**config.mk**
```make
export PLATFORM = sky130hd
export DESIGN_NAME = mod_addsub_pipe
export DESIGN_NICKNAME = d
export VERILOG_FILES = /design/src/rtl/mod_addsub_pipe.sv
export SDC_FILE = /design/constraint.sdc
export NUM_CORES = 2
export LEC_CHECK = 0
export BUFFER_PORTS_ARGS = -buffer_cell sky130_fd_sc_hd__clkbuf_2
export CELL_PAD_IN_SITES_DETAIL_PLACEMENT = 1
export CELL_PAD_IN_SITES_GLOBAL_PLACEMENT = 2
export CORE_MARGIN = 8
export CORE_UTILIZATION = 36
export CTS_BUF_LIST = sky130_fd_sc_hd__clkbuf_4 sky130_fd_sc_hd__clkbuf_8 sky130_fd_sc_hd__clkbuf_16
export CTS_CLUSTER_DIAMETER = 80
export DETAILED_ROUTE_END_ITERATION = 12
export PLACE_DENSITY_LB_ADDON = 0.1
export SETUP_SLACK_MARGIN = 0.05
export SYNTH_ARGS = -nofsm -noshare
export SYNTH_HDL_FRONTEND = slang
export SYNTH_SLANG_ARGS = --single-unit
```
**constraint.sdc**
```tcl
create_clock -name clk -period 5.4 [get_ports clk]
set_clock_uncertainty 0.2 [all_clocks]
set_input_delay 0.81 -clock clk [delete_from_list [all_inputs] [get_ports clk]]
set_output_delay 0.81 -clock clk [all_outputs]
set_load 0.005 [all_outputs]
```
**src/rtl/mod_addsub_pipe.sv**
```systemverilog
// Multi-lane modular add/sub/neg/pass unit: two-stage valid/ready pipeline with tag passthrough.
// Stage 1 forms a (K+1)-bit raw sum/difference per lane; stage 2 folds it back into [0, q).
module mod_addsub_pipe #(
    parameter int unsigned K     = 54,
    parameter int unsigned LANES = 4,
    parameter int unsigned TAG_W = 8
) (
    input  logic                 clk,
    input  logic                 rst_n,
    input  logic [K-1:0]         q,
    input  logic                 in_valid,
    output logic                 in_ready,
    input  logic [1:0]           in_op,
    input  logic [LANES*K-1:0]   in_a,
    input  logic [LANES*K-1:0]   in_b,
    input  logic [TAG_W-1:0]     in_tag,
    output logic                 out_valid,
    input  logic                 out_ready,
    output logic [LANES*K-1:0]   out_res,
    output logic [TAG_W-1:0]     out_tag,
    output logic                 busy
);

    typedef enum logic [1:0] {
        OpAdd  = 2'b00,
        OpSub  = 2'b01,
        OpNeg  = 2'b10,
        OpPass = 2'b11
    } op_e;

    logic                  s1_valid;
    op_e                   s1_op;
    logic [TAG_W-1:0]      s1_tag;
    logic [LANES-1:0][K:0] s1_sum;
    logic [LANES-1:0][K:0] s1_sum_d;

    logic                  s2_valid;
    logic [LANES*K-1:0]    s2_res;
    logic [LANES*K-1:0]    s2_res_d;
    logic [TAG_W-1:0]      s2_tag;

    logic                  s2_accept;
    logic                  s1_advance;
    logic                  in_fire;

    // Stage 2 can take new data when empty or when its current result leaves this edge.
    assign s2_accept  = !s2_valid || out_ready;
    assign s1_advance = s2_accept;
    assign in_ready   = !s1_valid || s1_advance;
    assign in_fire    = in_valid && in_ready;

    assign out_valid  = s2_valid;
    assign out_res    = s2_res;
    assign out_tag    = s2_tag;
    assign busy       = s1_valid || s2_valid;

    always_comb begin
        logic [K:0] ext_a;
        logic [K:0] ext_b;
        s1_sum_d = '0;
        ext_a    = '0;
        ext_b    = '0;
        for (int unsigned i = 0; i < LANES; i++) begin
            ext_a = {1'b0, in_a[i*K +: K]};
            ext_b = {1'b0, in_b[i*K +: K]};
            unique case (op_e'(in_op))
                OpAdd:  s1_sum_d[i] = ext_a + ext_b;
                OpSub:  s1_sum_d[i] = ext_a - ext_b;  // bit K is the borrow
                OpNeg:  s1_sum_d[i] = '0 - ext_b;
                OpPass: s1_sum_d[i] = ext_a;
                default: s1_sum_d[i] = ext_a;
            endcase
        end
    end

    always_comb begin
        logic [K:0] s;
        s2_res_d = '0;
        s        = '0;
        for (int unsigned i = 0; i < LANES; i++) begin
            s = s1_sum[i];
            unique case (s1_op)
                OpAdd: begin
                    // s - q < 2^K whenever s >= q, so the low K bits carry the full result.
                    if (s >= {1'b0, q}) s2_res_d[i*K +: K] = s[K-1:0] - q;
                    else                s2_res_d[i*K +: K] = s[K-1:0];
                end
                OpSub, OpNeg: begin
                    if (s[K]) s2_res_d[i*K +: K] = s[K-1:0] + q;
                    else      s2_res_d[i*K +: K] = s[K-1:0];
                end
                OpPass:  s2_res_d[i*K +: K] = s[K-1:0];
                default: s2_res_d[i*K +: K] = s[K-1:0];
            endcase
        end
    end

    always_ff @(posedge clk or negedge rst_n) begin
        if (!rst_n) begin
            s1_valid <= 1'b0;
            s1_op    <= OpAdd;
            s1_tag   <= '0;
            s1_sum   <= '0;
        end else if (in_fire) begin
            s1_valid <= 1'b1;
            s1_op    <= op_e'(in_op);
            s1_tag   <= in_tag;
            s1_sum   <= s1_sum_d;
        end else if (s1_advance) begin
            s1_valid <= 1'b0;
        end
    end

    always_ff @(posedge clk or negedge rst_n) begin
        if (!rst_n) begin
            s2_valid <= 1'b0;
            s2_res   <= '0;
            s2_tag   <= '0;
        end else if (s1_valid && s2_accept) begin
            s2_valid <= 1'b1;
            s2_res   <= s2_res_d;
            s2_tag   <= s1_tag;
        end else if (out_ready) begin
            s2_valid <= 1'b0;
        end
    end

endmodule

```
# After elaboration in Yosys (flattened, before gate mapping)
# Index checks and enable logic that the tools add are counted.
# totals
word_cells,72
ram_bits,0
n_memories,0
latch_bits,0
regBits,456
in_bits,500
rom_bits,0
# classes
eq_ne,6
mul,0
bitwise_logic,0
n_mux,20
n_reduce_logical,12
shifts,0
n_addsub,20
div,0
n_lt_le_gt_ge,4
# ops
cell,count
55-bit one-hot mux with 4 select lines,4
54-bit one-hot mux with 3 select lines,4
54-bit 2-to-1 mux,8
54-bit by 54-bit adder with 55-bit output,4
55-bit by 54-bit greater-or-equal comparator with 1-bit output,4
1-bit by 54-bit subtractor with 55-bit output (first input constant),4
54-bit by 54-bit subtractor with 55-bit output,4
54-bit adder,4
54-bit subtractor,4
2-bit equality test (second input constant),4
2-bit by 1-bit equality test with 1-bit output (second input constant),2
2-bit logical NOT,2
1-bit 2-to-1 mux,4
2-bit nonzero test,2
1-bit logical OR,3
1-bit logical AND,2
1-bit logical NOT,2
2-bit OR reduction,1

# Depth between registers and ports, before layout
# logic_depth
word_depth,5
depth_mapped,20
ltp_nobuf,18

# Worst setup path before layout
# No wires, ideal clock.
# synth_path
kind,input -> register
start,input port in_op[0]
end,register s1_sum[53] (netlist bit)
setup_time_ns,0.133
path_buffers,3
path_slack_ns,0.415
required_ns,5.067
cell_stages,19
arrival_time_ns,4.652
path_cell_list,inv_1 > ha_1 > clkbuf_1 > clkbuf_1 > clkbuf_1 > nor2b_1 > ha_1 > o21ai_0 > or3b_2 > a31oi_1 > o211ai_1 > a31o_2 > o31ai_1 > a221oi_1 > o31a_1 > o21ai_0 > xor2_1 > a222oi_1 > o21ai_0
# synth_between
elab_chain_cells,2
word_cells_on_any_way,5
classes_between,3 x eq/ne; 1 x mux; 1 x reduce/logical
# synth_rtl
element,line,source
start: declaration,13,"input logic [1:0] in_op,"
2-bit equality test (tied with other cells),66,unique case (op_e'(in_op))
55-bit one-hot mux with 4 select lines (*),66,
end signal: assignment,108,s1_sum <= s1_sum_d;
end: declaration,34,logic [LANES-1:0][K:0] s1_sum;
# Mark *: on every way between the ends. The rest lies on a longest branch, timed or not.
# A chain may end at the register's enable or synchronous reset.

# Final worst setup path
# layout_path
start,input port in_op[0]
end,register s1_sum[54] (netlist bit)
# Same word-level chain as after synthesis.

==> metrics.md <==
| Metric | Value |
|---|---|
| HP Class | in -> reg |
| RSZ-0062 raised after global routing | no |
| Worst-margin pin slew | 1287 ps |
| H-tree Lvls | 3 |
| Post-synthesis simple-gate area fraction | 19.33% |
| Final Setup Violations | 0 |
| Xor/xnor share of the synthesized area | under 10% |
| Core area | 210000 sq um |
| Post-synthesis mux area share | 0.9632% |
| Cell Rows | ~170 |
| Area after DPL | 89200 sq um |
| Post-synth EDFFs | 0 |
| First-pass GRT wire length | ~670000 microns |
| Die height | roughly 480 microns |
| Max-Cap Viols | 0 |
| Post-cts resize count | 0 |
| Mapped Avg Cell Area | 7.206 sq um |
| Initial Util | 36.25% |
| Vias per inst | roughly 6.4 |
| # DRC | 0 |
| Largest family of logic cells by synthesized area | compound AO/OA/AOI/OAI gates |
| CTS root buffer | clkbuf_16 |
| Synth Cell Area | 76120 sq um |
| I/O pin cnt | 727 |
| Synth top area cells | dfrtp_1 (15%), ha_1 (15%), a21oi_1 (8.1%), xnor2_1 (6.3%), o21ai_0 (5.0%) |
| Die area | 226400 sq um |
| Adder-Cell Fraction of Synth Area | 15.16% |
| Top_reg_cell synth | dfrtp_1 |
| Commonest non-fill, non-tap cells in the layout | a21oi_1 (1236), buf_4 (993), nor2_1 (916) |
| Most common cell after layout, fill and taps aside | a21oi_1 |
| YS warnings | 0 |
| Clk slew on worst S/H paths | 60 ps |
| Num CTS Buffers | between 70 and 80 |
| VDD IR max | 249.9 uV |
| Hpwl dp | 394500 microns |
| Worst setup EP type | flop |
| Vias in the first global route | just over 90000 |
| Initial antenna violation count | 85 |
| Power Density | 365.2 nW/um^2 |
| Non-filler instance count after layout | about 15000 |
| Via count | 93310 |
| Cells after DPL | 14480 |
| WP data arrival | 5390 ps |
| Pin count of the biggest net entering global routing | approximately 140 |
| Compound-Gate Fraction of Synth Area | 34.71% |
| Final WL | approximately 480000 microns |
| DIE WIDTH | 475.8 microns |
| Layout Nets | ~13000 |
| Synth area leader | dfrtp_1 |
| Max Slew Vio Count | 0 |
| CP Class | in -> reg |
| First-pass DRT Iterations | 8 |
| Cells after Synth | about 11000 |
| Run status | complete, no violations |
| Drt wl/cell | 32.49 microns |
| Clk Latency, worst-skew pair | approximately 720 ps |
| All-Layer GR Usage | 39.86% |
| Max Clk Rate | 0.2006 GHz |
| Sequential share of the synthesized area | 14.99% |
| Total grt overflow | 0 |
| CTS Buffer Depth | 3 |
| Final Instance Area | approximately 92000 sq um |
| Area Overhead vs Synth | 20.57% |
| Slew HR | 13.67% |
| Post-DRT Antenna Nets | 0 |
| CTS tree | built |
| Port bufs | 726 |
| Yosys cell types | 99 |
| Count of final hold-check violations | 0 |
| Worst Path Max Fanout | 39 |
| Pleak | approximately 43 nW |
| Crit path required time | 5810 ps |
| CTS sink cnt | ~460 |
| Fin crit share | 92.32% |
| Post-synth top area share | approximately 15% |
| CP Launch Type | input pin |
| Layout cells sized above 1 | 17.38% |
| Total nets after synthesis | 11980 |
| Ys async rst share | 100.0% |
| Initial DRC Count | 10500 |
| Post-route minimum period | 4985 ps |
| Yosys reg bits | around 460 |
| GPL Wtd Cong | 1.053 |
[cells in the mapped netlist, drive strengths merged, types with 26 or more instances]
library cell and instances:
o211ai 88, clkbuf 517, a21o 399, buf 132
xnor2 546, dfrtp 456, a41oi 32, nor2b 318
a2111oi 34, a221o 53, a211oi 178, nand2 860
or3 45, mux2i 53, o31ai 131, ha 897
xor2 198, nor4 68, o21ai 766, nor3 170
a21boi 28, o21bai 188, nand3 183, or4 26
a21oi 1238, a22oi 26, a222oi 60, o21a 81
and2 53, nand4 138, a311oi 33, nor2 920
and3 68, a221oi 256, o22ai 53, nand2b 145
inv 581, a31oi 132, or2 33
[routing by layer]
layer | wire length [microns] | vias to the layer above | track usage, % | share of wire, %
met3 | 56010 | 827 | 10.86 | 12
met1 | 207200 | 46420 | 56.50 | 44
met4 | 28860 | 70 | 20.15 | 6.1
met5 | 498 | - | 0 | 0.10
met2 | 183400 | 4820 | 54.85 | 39
li1 | - | 41180 | - | -
[state kept, by name, summed over array words and instances (netlist names)]
signal     count
s1_valid       1
out_valid      1
s1_tag         8
s1_sum       220
out_res      216
out_tag        8
s1_op          2
[cell families after synthesis]
family                     Yosys count
xor gates and xnor gates           744
buffers and inverters             1243
and+or+nand+nor                   3102
muxes                               71
AOI/OAI and AO/OA                 4035
adders and majority gates          913
DFF                                456
[critical path, stage by stage]
cell and delay (ps):
clkbuf_2 90, inv_1 110, ha_4 270, buf_12 250, buf_4 300, nor2b_1 100
ha_1 370, a21o_1 190, a21o_1 180, a21oi_1 240, o221ai_1 200, nor3_1 560
o211a_1 320, o31a_1 200, o21ai_0 180, a21o_1 230, a2111oi_0 560, a21oi_1 70
o21ai_0 110
[report_power, final]
part / leakage (nW) / internal [mW] / total (mW) / switching [mW]
clock network: 1.22 / 2.96 / 5.13 / 2.17
registers: 5.52 / 4.44 / 6.44 / 2.01
logic: 36.2 / 8.47 / 21.9 / 13.5
[final timing paths]
check                       startpoint           end  slack (ps)  cells past startpoint
setup / recovery              in_op[0]    s1_sum[54]         410                     19
min in group asynchronous        rst_n   s1_sum[121]         480                      2
max in group asynchronous        rst_n    s1_sum[47]        3150                      3
hold reg to reg              s1_tag[3]    out_tag[3]         270                      2
setup reg to reg           s1_sum[120]  out_res[143]         570                     17
hold / removal               in_tag[6]     s1_tag[6]         110                      3
[stage by stage]
step	TNS (ps)	setup WS (ps)	utilization (%)	total power, mW	hold slack (ps)
CTS	0	569.4	43.67	32.83	56.43
finish	0	414.9	43.71	33.52	107.4
floorplan	0	415.3	-	17.34	238.6
global placement	-248.4	-69.37	42.48	27.23	248.1
global route	0	260.7	43.68	34.96	97.56
detailed placement	-468.7	-145.6	42.48	27.57	265.9
[final cells by class]
class                           count  area (sq um)
Clock buffer                       88          1983
Sequential cell                   456         11410
Clock inverter                     42         503.0
Fill cell                       26480        118200
Multi-Input combinational cell   8865         60090
Antenna cell                       35         87.58
Tap cell                         2805          3510
Inverter                          594          2230
Timing Repair Buffer             1763         11970
[what timing repair did]
action	4_1_cts	5_1_grt
hold endpoints to repair	67	0
setup buffers	0	0
hold buffers	1	0
(Power assumes the default switching activity.)
